===== src/rtl/adcinterface_rx.sv =====
// Serial ADC reader: periodically pulses conv, clocks 16 bits out of the ADC MSB-first
// on a divided sclk, and presents each result as a parallel word with a valid strobe.
//
// state   | meaning
// IDLE    | waiting for the period counter to expire with en high
// CONVERT | conv high, ADC converting
// SHIFT   | sclk running, sdo shifted in on each sclk rise
// DONE    | publish sample and pulse sample_valid
module adcinterface_rx #(
  parameter int CLK_DIV       = 4,
  parameter int CONV_CYCLES   = 200,
  parameter int SAMPLE_PERIOD = 2500
) (
  input  logic        clk,
  input  logic        reset,
  input  logic        en,
  input  logic        sdo,
  output logic        sclk,
  output logic        conv,
  output logic [15:0] sample,
  output logic        sample_valid,
  output logic        busy
);

  localparam int PW = (SAMPLE_PERIOD > 1) ? $clog2(SAMPLE_PERIOD) : 1;
  localparam int CW = (CONV_CYCLES > 1) ? $clog2(CONV_CYCLES) : 1;
  localparam int DW = (CLK_DIV > 1) ? $clog2(CLK_DIV) : 1;

  typedef enum logic [1:0] {IDLE, CONVERT, SHIFT, DONE} state_t;

  state_t          state;
  logic [PW-1:0]   period_cnt;
  logic [CW-1:0]   conv_cnt;
  logic [DW-1:0]   div_cnt;
  logic [3:0]      bit_cnt;
  logic [15:0]     shreg;
  logic            period_zero;
  logic            frame_start;

  assign period_zero = (period_cnt == '0);
  assign frame_start = en && period_zero && (state == IDLE);

  // Expiry outside IDLE still reloads, so an in-progress frame is never restarted.
  always_ff @(posedge clk or posedge reset) begin
    if (reset) begin
      period_cnt <= '0;
    end else if (en) begin
      if (period_zero) period_cnt <= PW'(SAMPLE_PERIOD - 1);
      else             period_cnt <= period_cnt - 1'b1;
    end
  end

  always_ff @(posedge clk or posedge reset) begin
    if (reset) begin
      state        <= IDLE;
      conv_cnt     <= '0;
      div_cnt      <= '0;
      bit_cnt      <= '0;
      shreg        <= '0;
      sclk         <= 1'b0;
      conv         <= 1'b0;
      sample       <= '0;
      sample_valid <= 1'b0;
      busy         <= 1'b0;
    end else begin
      sample_valid <= 1'b0;
      case (state)
        IDLE: begin
          busy <= 1'b0;
          sclk <= 1'b0;
          if (frame_start) begin
            state    <= CONVERT;
            conv     <= 1'b1;
            busy     <= 1'b1;
            conv_cnt <= CW'(CONV_CYCLES - 1);
          end
        end
        CONVERT: begin
          if (conv_cnt == '0) begin
            state   <= SHIFT;
            conv    <= 1'b0;
            div_cnt <= DW'(CLK_DIV - 1);
            bit_cnt <= '0;
          end else begin
            conv_cnt <= conv_cnt - 1'b1;
          end
        end
        SHIFT: begin
          if (div_cnt == '0) begin
            div_cnt <= DW'(CLK_DIV - 1);
            sclk    <= ~sclk;
            // sdo is launched by the ADC off our own sclk fall, so it is stable at the rise
            if (!sclk) begin
              shreg <= {shreg[14:0], sdo};
            end else begin
              bit_cnt <= bit_cnt + 4'd1;
              if (bit_cnt == 4'd15) state <= DONE;
            end
          end else begin
            div_cnt <= div_cnt - 1'b1;
          end
        end
        DONE: begin
          sample       <= shreg;
          sample_valid <= 1'b1;
          state        <= IDLE;
        end
        default: state <= IDLE;
      endcase
    end
  end

endmodule


===== config.mk =====
export PLATFORM = sky130hd
export DESIGN_NAME = adcinterface_rx
export DESIGN_NICKNAME = d
export VERILOG_FILES = /design/src/rtl/adcinterface_rx.sv
export SDC_FILE = /design/constraint.sdc
export NUM_CORES = 1
export LEC_CHECK = 0
export CORE_UTILIZATION = 50
export DETAILED_ROUTE_END_ITERATION = 7
export MAX_ROUTING_LAYER = met4
export PLACE_DENSITY = 0.82
export SYNTH_ARGS = -nofsm -noshare
export SYNTH_HDL_FRONTEND = slang
export SYNTH_SLANG_ARGS = --single-unit
export TNS_END_PERCENT = 30

===== constraint.sdc =====
create_clock -name clk -period 6.34 [get_ports clk]
set_clock_uncertainty 0.15 [all_clocks]
set_input_delay 0.951 -clock clk [delete_from_list [all_inputs] [get_ports clk]]
set_output_delay 0.951 -clock clk [all_outputs]
set_load 0.03 [all_outputs]

# Word level (Yosys, flattened, before mapping)
# Index checks and enable logic that the tools add are counted.
# Widths: inputs -> output; s select.
[classes]
addsub = 4
eq_ne = 10
n_mux = 24
bitwise_logic = 1
reduce_logical = 16
[ops]
columns = ["operator", "count"]
rows = [
  ["$mux 8", 2],
  ["$pmux 8 s2", 1],
  ["$mux 2", 7],
  ["$logic_not 12->1", 1],
  ["$mux 12", 1],
  ["$mux 4", 3],
  ["$ne 2x2->1 const B", 6],
  ["$sub 12x1->12 const B", 1],
  ["$reduce_and 3->1", 3],
  ["$logic_not 8->1", 1],
  ["$pmux 2 s4", 1],
  ["$pmux 4 s2", 1],
  ["$sub 8x1->8 const B", 1],
  ["$reduce_bool 2->1", 3],
  ["$mux 1", 5],
  ["$reduce_and 5->1", 1],
  ["$add 4x1->4 const B", 1],
  ["$eq 2x2->1 const B", 2],
  ["$eq 4x4->1 const B", 1],
  ["$logic_not 2->1", 2],
  ["$pmux 1 s2", 2],
  ["$pmux 2 s2", 1],
  ["$reduce_and 2->1", 2],
  ["$reduce_and 4->1", 1],
  ["4 further kinds", 5],
]
[word_totals]
reg_bits = 64
in_bits = 4
out_inout_bits = 20
word_cells = 66

# Depth between registers and ports, before layout
# Gate-level depths: netlist of the first run.
[logic_depth]
ltp_word = 5
mapped_depth = 8
depth_no_buf = 7

# Worst setup path after synthesis of the first run
# Ideal clock, no wire load.
[synth_timing]
path_kind = "in2reg"
from = "input en"
to = "register period_cnt[5]"
setup_time_ns = 0.078
t_arrival_ns = 2.021
required_time_ns = 6.112
slack_ns = 4.091
stages = 4
path_buffers = 0
cell_sequence = "nand2b_1 -> or4_1 -> or3_2 -> a21oi_1"
[synth_lines]
columns = ["item", "line_no", "text"]
rows = [
  ["start: declaration", "16", "input logic en,"],
  ["end signal: assignment", "48", "if (period_zero) period_cnt <= PW'(SAMPLE_PERIOD - 1);"],
  ["end signal: assignment", "49", "else period_cnt <= period_cnt - 1'b1;"],
  ["end: declaration", "32", "logic [PW-1:0] period_cnt;"],
]

# Worst setup path after layout of the first run
[layout_timing]
from = "input en"
to = "register state[1]"
[layout_via]
elab_chain_cells = 4
[layout_lines]
columns = ["item", "line_no", "text"]
rows = [
  ["$logic_and 1x1->1 (2 in a row)", "41", "assign frame_start = en && period_zero && (state == IDLE);"],
  ["$ne 2x2->1 (no line)", "-", ""],
  ["$reduce_and 5->1 (no line)", "-", ""],
  ["end signal: assignment", "55", "state <= IDLE;"],
  ["end signal: assignment", "72", "state <= CONVERT;"],
  ["end signal: assignment", "80", "state <= SHIFT;"],
  ["end: declaration", "31", "state_t state;"],
]
# No other way between the ends.
# A chain may end at the register's enable or synchronous reset.

==> impl_results.md, run 1 <==
* Critical path endpoint category: register
* CTS root buf: clkbuf_8
* Antenna diodes at 0
* Syn_nets at 262
* Slowest stage delay, CP at 580 ps
* Met2 usage at 28.00%
* Most common cell after layout, fill and taps aside: dfrtp_1
* Die Span Y at 78.64 um
* Place WS at 3342 ps
* Tmin final at 2672 ps
* Final setup vio count at 0
* Initial antenna violation count at 0
* Worst EP arrival at 2750 ps
* Hold crit path type: reg -> reg
* Clock tree sinks at 64
* Antenna Violating Nets Remaining at 0
* Max_cap viols at 0
* Max Transition Viols Final at 0
* Reg2reg end: shreg[13]$_DFFE_PP0P_
* DRT Pass-1 Iters at 4
* Io pins at 24
* Syn Inst Count at 248
* Top Family by Delay on Critical Path: buffers and inverters
* DRT iter0 DRCs at 103
* Final WL at 4993 um
* Clk_lat worst skew at 340 ps
* Leakage at 0.001618 uW
* Bufs and invs on worst path at 1
* Post-DP HPWL at 3258 um
* Tightest Pin Transition at 779.9 ps
* PwrDens at 279.7 nW/um2
* Most frequent cells in the layout: dfrtp_1, mux2_2, clkdlybuf4s50_1, nand2_1, o21ai_0
* Gp weighted congestion at 0.8418
* Slowest CP cell: clkdlybuf4s50_1
* Synth Register Bits at 64
* Met1 Usage GRT at 23.92%
* Global route overflow at 0
* Gr usage total at 19.06%
* First-pass GRT wire length at 8576 um
* PostCTS Resize Cnt at 0
* Buffers on Ports at 23
* Yosys cell types at 42
* Peak supply drop at 172.6 uV
* Outcome: complete, no violations
* Primary FF master, synth: dfrtp_1
* R2R setup slack at 4030 ps
* Fraction of layout cells with a size suffix above 1 at 23.13%
* Mapped cell area at 2937 um2
* Asr flop ratio synth at 100.0%
* Die W at 78.64 um
* Vias in the first global route at 1868
* CTS Hold Bufs at 0
* CTS Buf Count at 9
* Worst R2R Start: state[0]$_DFFE_PP0P_
* Number of H-tree levels at 3
* Final Cycle Share at 42.15%
* Max_slew headroom at 47.85%
* Post-CTS setup buffers at 0
* Synthesis-to-finish area growth at 16.66%
* Grt met3 use at 4.419%
* Total core area at 5574 um2
* Critical Path RT at 6420 ps
* R2r worst-path depth at 4
* Clock slew at reported path FFs at 70 ps
* Drt drc at 0
* Worst path cell trace: clkdlybuf4s50_1 -> nor3b_2 -> nand4_1 -> a21oi_1 -> mux2_2
* WL per Instance at 14.14 um
* Syn Area/Cell at 11.84 um2
* Die area at 6183 um2
* Total Neg Setup Slack at 0 ps
* Crit path depth at 5
* CP Capture Point: state[1]$_DFFE_PP0P_
* Kind of critical path: in -> reg
* CTS tree: built
* Max FO, Critical Path at 8
* Vias/cell at 5.408
* Clock Path Buffers at 2
* Nets at 290
* Final hold vios at 0
* RSZ-0062 raised after global routing: no
* Post-synth EDFFs at 0
* Initial Util at 52.68%
* Fmax at 374.2 MHz
* Std cell rows at 27
* Largest net degree at the start of global routing at 65
* Vias at 1909
* Worst hold margin at 353.5 ps
* Synth Warn # at 0
* CP Launch Point: en
* Most used routing layer: met2
* Post-route setup slack at 3668 ps
* Sequential share of the synthesized area at 54.54%
* Startpoint types: input port
kinds of logic after synthesis:
logic type / count (synthesis) / share of synthesized area [%]
AO/OA/AOI/OAI: 39 / 8.437
buffers and inverters: 17 / 2.770
AND/OR/NAND/NOR: 76 / 14.49
XOR/XNOR: 7 / 2.088
multiplexers: 35 / 13.42
flip-flops: 64 / 54.54
adder cells (fa/ha/maj): 10 / 4.261
state kept, by name, indices dropped and copies added, names as in the netlist:
| register | count |
|---|---|
| bit_cnt | 4 |
| busy | 1 |
| conv | 1 |
| conv_cnt | 8 |
| div_cnt | 2 |
| period_cnt | 12 |
| sample | 16 |
| sample_valid | 1 |
| sclk | 1 |
| shreg | 16 |
| state | 2 |
Yosys cell counts, types with 2 or more instances:
cell      count  area share, %
a31o_2        2           0.60
nor2b_1       2           0.43
o21ai_0      17            2.9
mux2_2       35             13
dfrtp_1      64             55
and3_1        3           0.64
nand2_1      17            2.2
or3_1         5            1.1
clkbuf_1      5           0.64
nor2_1       12            1.5
nor4_1        2           0.43
a22o_1        2           0.60
nand2b_1      3           0.64
and2_4        2           0.60
nor3_1        4           0.68
a21oi_1      10            1.7
inv_1        10            1.3
nand4_1       3           0.64
ha_1         10            4.3
nand3_1      13            2.2
xnor2_1       4            1.2
xor2_1        3           0.89
power breakdown:
group          switching (uW)  internal [uW]  total (uW)
Sequential               50.9            447         498
Combinational            53.7           51.3         105
Clock                     162            193         355
Total                     267            692         958
worst min path at each step:
stage | slack (ps) | end | startpoint | cells after the start
after floorplan | 300 | period_cnt[11]$_DFFE_PP0P_ | period_cnt[11]$_DFFE_PP0P_ | 1
after global placement | 320 | period_cnt[11]$_DFFE_PP0P_ | period_cnt[11]$_DFFE_PP0P_ | 1
after detailed placement | 340 | sample[7]$_DFFE_PP0P_ | sample[7]$_DFFE_PP0P_ | 1
after CTS | 360 | period_cnt[11]$_DFFE_PP0P_ | period_cnt[11]$_DFFE_PP0P_ | 1
after global routing | 370 | period_cnt[11]$_DFFE_PP0P_ | period_cnt[11]$_DFFE_PP0P_ | 1
final | 350 | div_cnt[0]$_DFFE_PP0P_ | div_cnt[0]$_DFFE_PP0P_ | 1
worst reg2reg max path, cell delays in order, from the launching register on:
cell and delay [ps]:
dfrtp_1 420, inv_1 110, ha_1 400, nand3b_1 620, mux2_2 500
layout make-up:
class	count	area (um2)
timing repair buffer	24	237.7
clock buffer	10	137.6
fill	464	2148
inverter	10	37.54
clock inverter	6	67.56
sequential	64	1602
tap	72	90.09
multi-input combinational	167	1254
through the flow:
step                power [uW]  util, %  cell area, um2  std cells
floorplan                580.7        -            2937        248
global placement         604.9    57.78            3221        337
detailed placement       608.8    57.78            3221        337
CTS                      965.4    61.46            3426        353
global route              1003    61.46            3426        353
finish                   958.1    61.46            3426        353
per-layer routing:
layer  share of wire, %  routed length [um]  up-vias
li1                   -                   -      935
met1                 47                2369      940
met2                 48                2383       25
met3                3.0                 152        9
met4                1.7                  87        0
met5                  0                   0        -
(Power assumes the default switching activity.)
==> run 2, diff against run 1 <==
==> constraint.sdc (replaced) <==
create_clock -name clk -period 2.6 [get_ports clk]
set_clock_uncertainty 0.15 [all_clocks]
set_input_delay 0.39 -clock clk [delete_from_list [all_inputs] [get_ports clk]]
set_output_delay 0.39 -clock clk [all_outputs]
set_load 0.03 [all_outputs]
==> impl_results.md, run 2 (same netlist as run 1, synthesis figures left out) <==
* Biggest registers after layout: sample: 16 flops, shreg: 16 flops, period_cnt: 12 flops
* Critical path endpoint category: register
* Number of H-tree levels at 3 (unchanged)
* Antenna diodes at 0 (unchanged)
* Metal3 WL at 193 um (+27%)
* Nets at 292 (+0.69%)
* Wire length on met2 at 2418 um (+1.5%)
* First-pass GRT wire length at 8631 um (+0.64%)
* Gr usage total at 18.98% (-0.079 points)
* R2r worst-path depth at 5 (+1)
* Most common cell after layout, fill and taps aside: dfrtp_1
* WL per Instance at 14.06 um (-0.56%)
* Worst R2R Start: conv_cnt[2]$_DFFE_PP0P_
* Highest routed layer: met4
* Post-DP HPWL at 3476 um (+6.7%)
* Initial Util at 52.68% (unchanged)
* Buffers on Ports at 23 (unchanged)
* Die W at 78.64 um (unchanged)
* Hold crit path type: in -> async
* Global route overflow at 0 (unchanged)
* CTS Hold Bufs at 0 (unchanged)
* Max_slew headroom at 45.81% (-2.0 points)
* Outcome: complete, no violations
* Vias/cell at 5.496 (+1.6%)
* Clk_lat worst skew at 340 ps (about the same)
* Kind of critical path: reg -> reg
* Clock slew at reported path FFs at 70 ps (about the same)
* Final hold vios at 0 (unchanged)
* Vias at 1951 (+2.2%)
* Worst EP arrival at 2190 ps (-560 ps)
* Final instance area at 3497 um2 (+2.1%)
* Tightest Pin Transition at 812.8 ps (+32.90 ps)
* RSZ-0062 raised after global routing: no
* R2R setup slack at 490 ps (-3540 ps)
* Max_cap viols at 0 (unchanged)
* # fillers at 433 (-6.7%)
* PostCTS Resize Cnt at 0 (unchanged)
* PwrDens at 722.0 nW/um2 (+160%)
* Total core area at 5574 um2 (unchanged)
* Die Span Y at 78.64 um (unchanged)
* Antenna Violating Nets Remaining at 0 (unchanged)
* CTS Buf Count at 9 (unchanged)
* Max Transition Viols Final at 0 (unchanged)
* Cell Area, Placed at 3248 um2 (+0.85%)
* Startpoint types: register
* Clock tree sinks at 64 (unchanged)
* Fmax at 473.0 MHz
* Final Cycle Share at 81.31%
* CTS root buf: clkbuf_8
* Fraction of layout cells with a size suffix above 1 at 23.67% (+0.54 points)
* Die area at 6183 um2 (unchanged)
* Synthesis-to-finish area growth at 19.09%
* Vias in the first global route at 1861 (-0.37%)
* Initial antenna violation count at 0 (unchanged)
* Sum of routed wire segments on met1 at 2306 um (-2.7%)
* Reg2reg end: state[1]$_DFFE_PP0P_
* Critical Path RT at 2680 ps (-3740 ps)
* Peak supply drop at 465.4 uV (+170%)
* Final WL at 4993 um (unchanged)
* Max FO, Critical Path at 8 (unchanged)
* DRT Pass-1 Iters at 4 (unchanged)
* Tmin final at 2114 ps
* Leakage at 0.001657 uW (+2.4%)
* Drt drc at 0 (unchanged)
* DRT iter0 DRCs at 85 (-17%)
* Largest net degree at the start of global routing at 42 (-35%)
* Final setup vio count at 0 (unchanged)
* Clock Path Buffers at 2 (unchanged)
* Io pins at 24 (unchanged)
* Std cell rows at 27 (unchanged)
* Gp weighted congestion at 0.8227 (-2.3%)
* Post-CTS setup buffers at 0 (unchanged)
* CTS tree: built
* Total Neg Setup Slack at 0 ps (unchanged)
* Most frequent cells in the layout: dfrtp_1, mux2_2, clkdlybuf4s50_1, nand2_1, o21ai_0
run 2: per-stage QoR:
| stage | cells | total power [uW] | worst slack, ps | hold slack [ps] | util (%) |
|---|---|---|---|---|---|
| finish | 355 | 2525 | 486.0 | 246.6 | 62.74 |
| detailed placement | 339 | 1493 | 228.7 | 327.8 | 58.27 |
| global placement | 339 | 1479 | 270.6 | 323.8 | 58.27 |
| floorplan | 248 | 1416 | 461.9 | 299.8 | - |
| CTS | 355 | 2550 | 485.4 | 255.9 | 62.74 |
| global route | 355 | 2649 | 366.9 | 287.3 | 62.74 |
run 2: area by class of cell:
type / instances / area, um2 / share of cell area [%]
Clock inverter: 7 / 125.1 / 3.578
Tap cell: 72 / 90.09 / 2.576
Clock buffer: 9 / 123.9 / 3.542
Timing Repair Buffer: 26 / 265.3 / 7.585
Sequential cell: 64 / 1602 / 45.80
Multi-Input combinational cell: 167 / 1254 / 35.85
Inverter: 10 / 37.54 / 1.073
run 2: worst max-delay path by stage:
stage | startpoint | end | slack [ps] | depth (start not counted)
6_report | conv_cnt[2]$_DFFE_PP0P_ | state[1]$_DFFE_PP0P_ | 490 | 5
5_1_grt | conv_cnt[2]$_DFFE_PP0P_ | state[1]$_DFFE_PP0P_ | 370 | 5
4_1_cts | conv_cnt[2]$_DFFE_PP0P_ | state[1]$_DFFE_PP0P_ | 490 | 5
3_5_place_dp | en | period_cnt[5]$_DFFE_PP0P_ | 230 | 5
3_3_place_gp | en | period_cnt[5]$_DFFE_PP0P_ | 270 | 5
2_1_floorplan | reset | bit_cnt[0]$_DFFE_PP0P_ | 460 | 1
run 2: per-layer routing:
metal | GRT usage (%) | vias to the layer above
met5 | - | -
met4 | 7.963 | 0
met3 | 5.465 | 9
met2 | 27.83 | 32
met1 | 24.71 | 968
li1 | - | 942
run 2: critical path: stages (launching register included):
cell and delay [ps]:
dfrtp_1 440, nor4_2 450, a31o_2 320, nand2_1 80, a21oi_1 210, mux2_2 360
run 2: power breakdown:
part / internal (uW) / total (uW) / switching, uW
sequential: 1090 / 1210 / 122
combinational: 128 / 261 / 133
clock: 648 / 1050 / 404
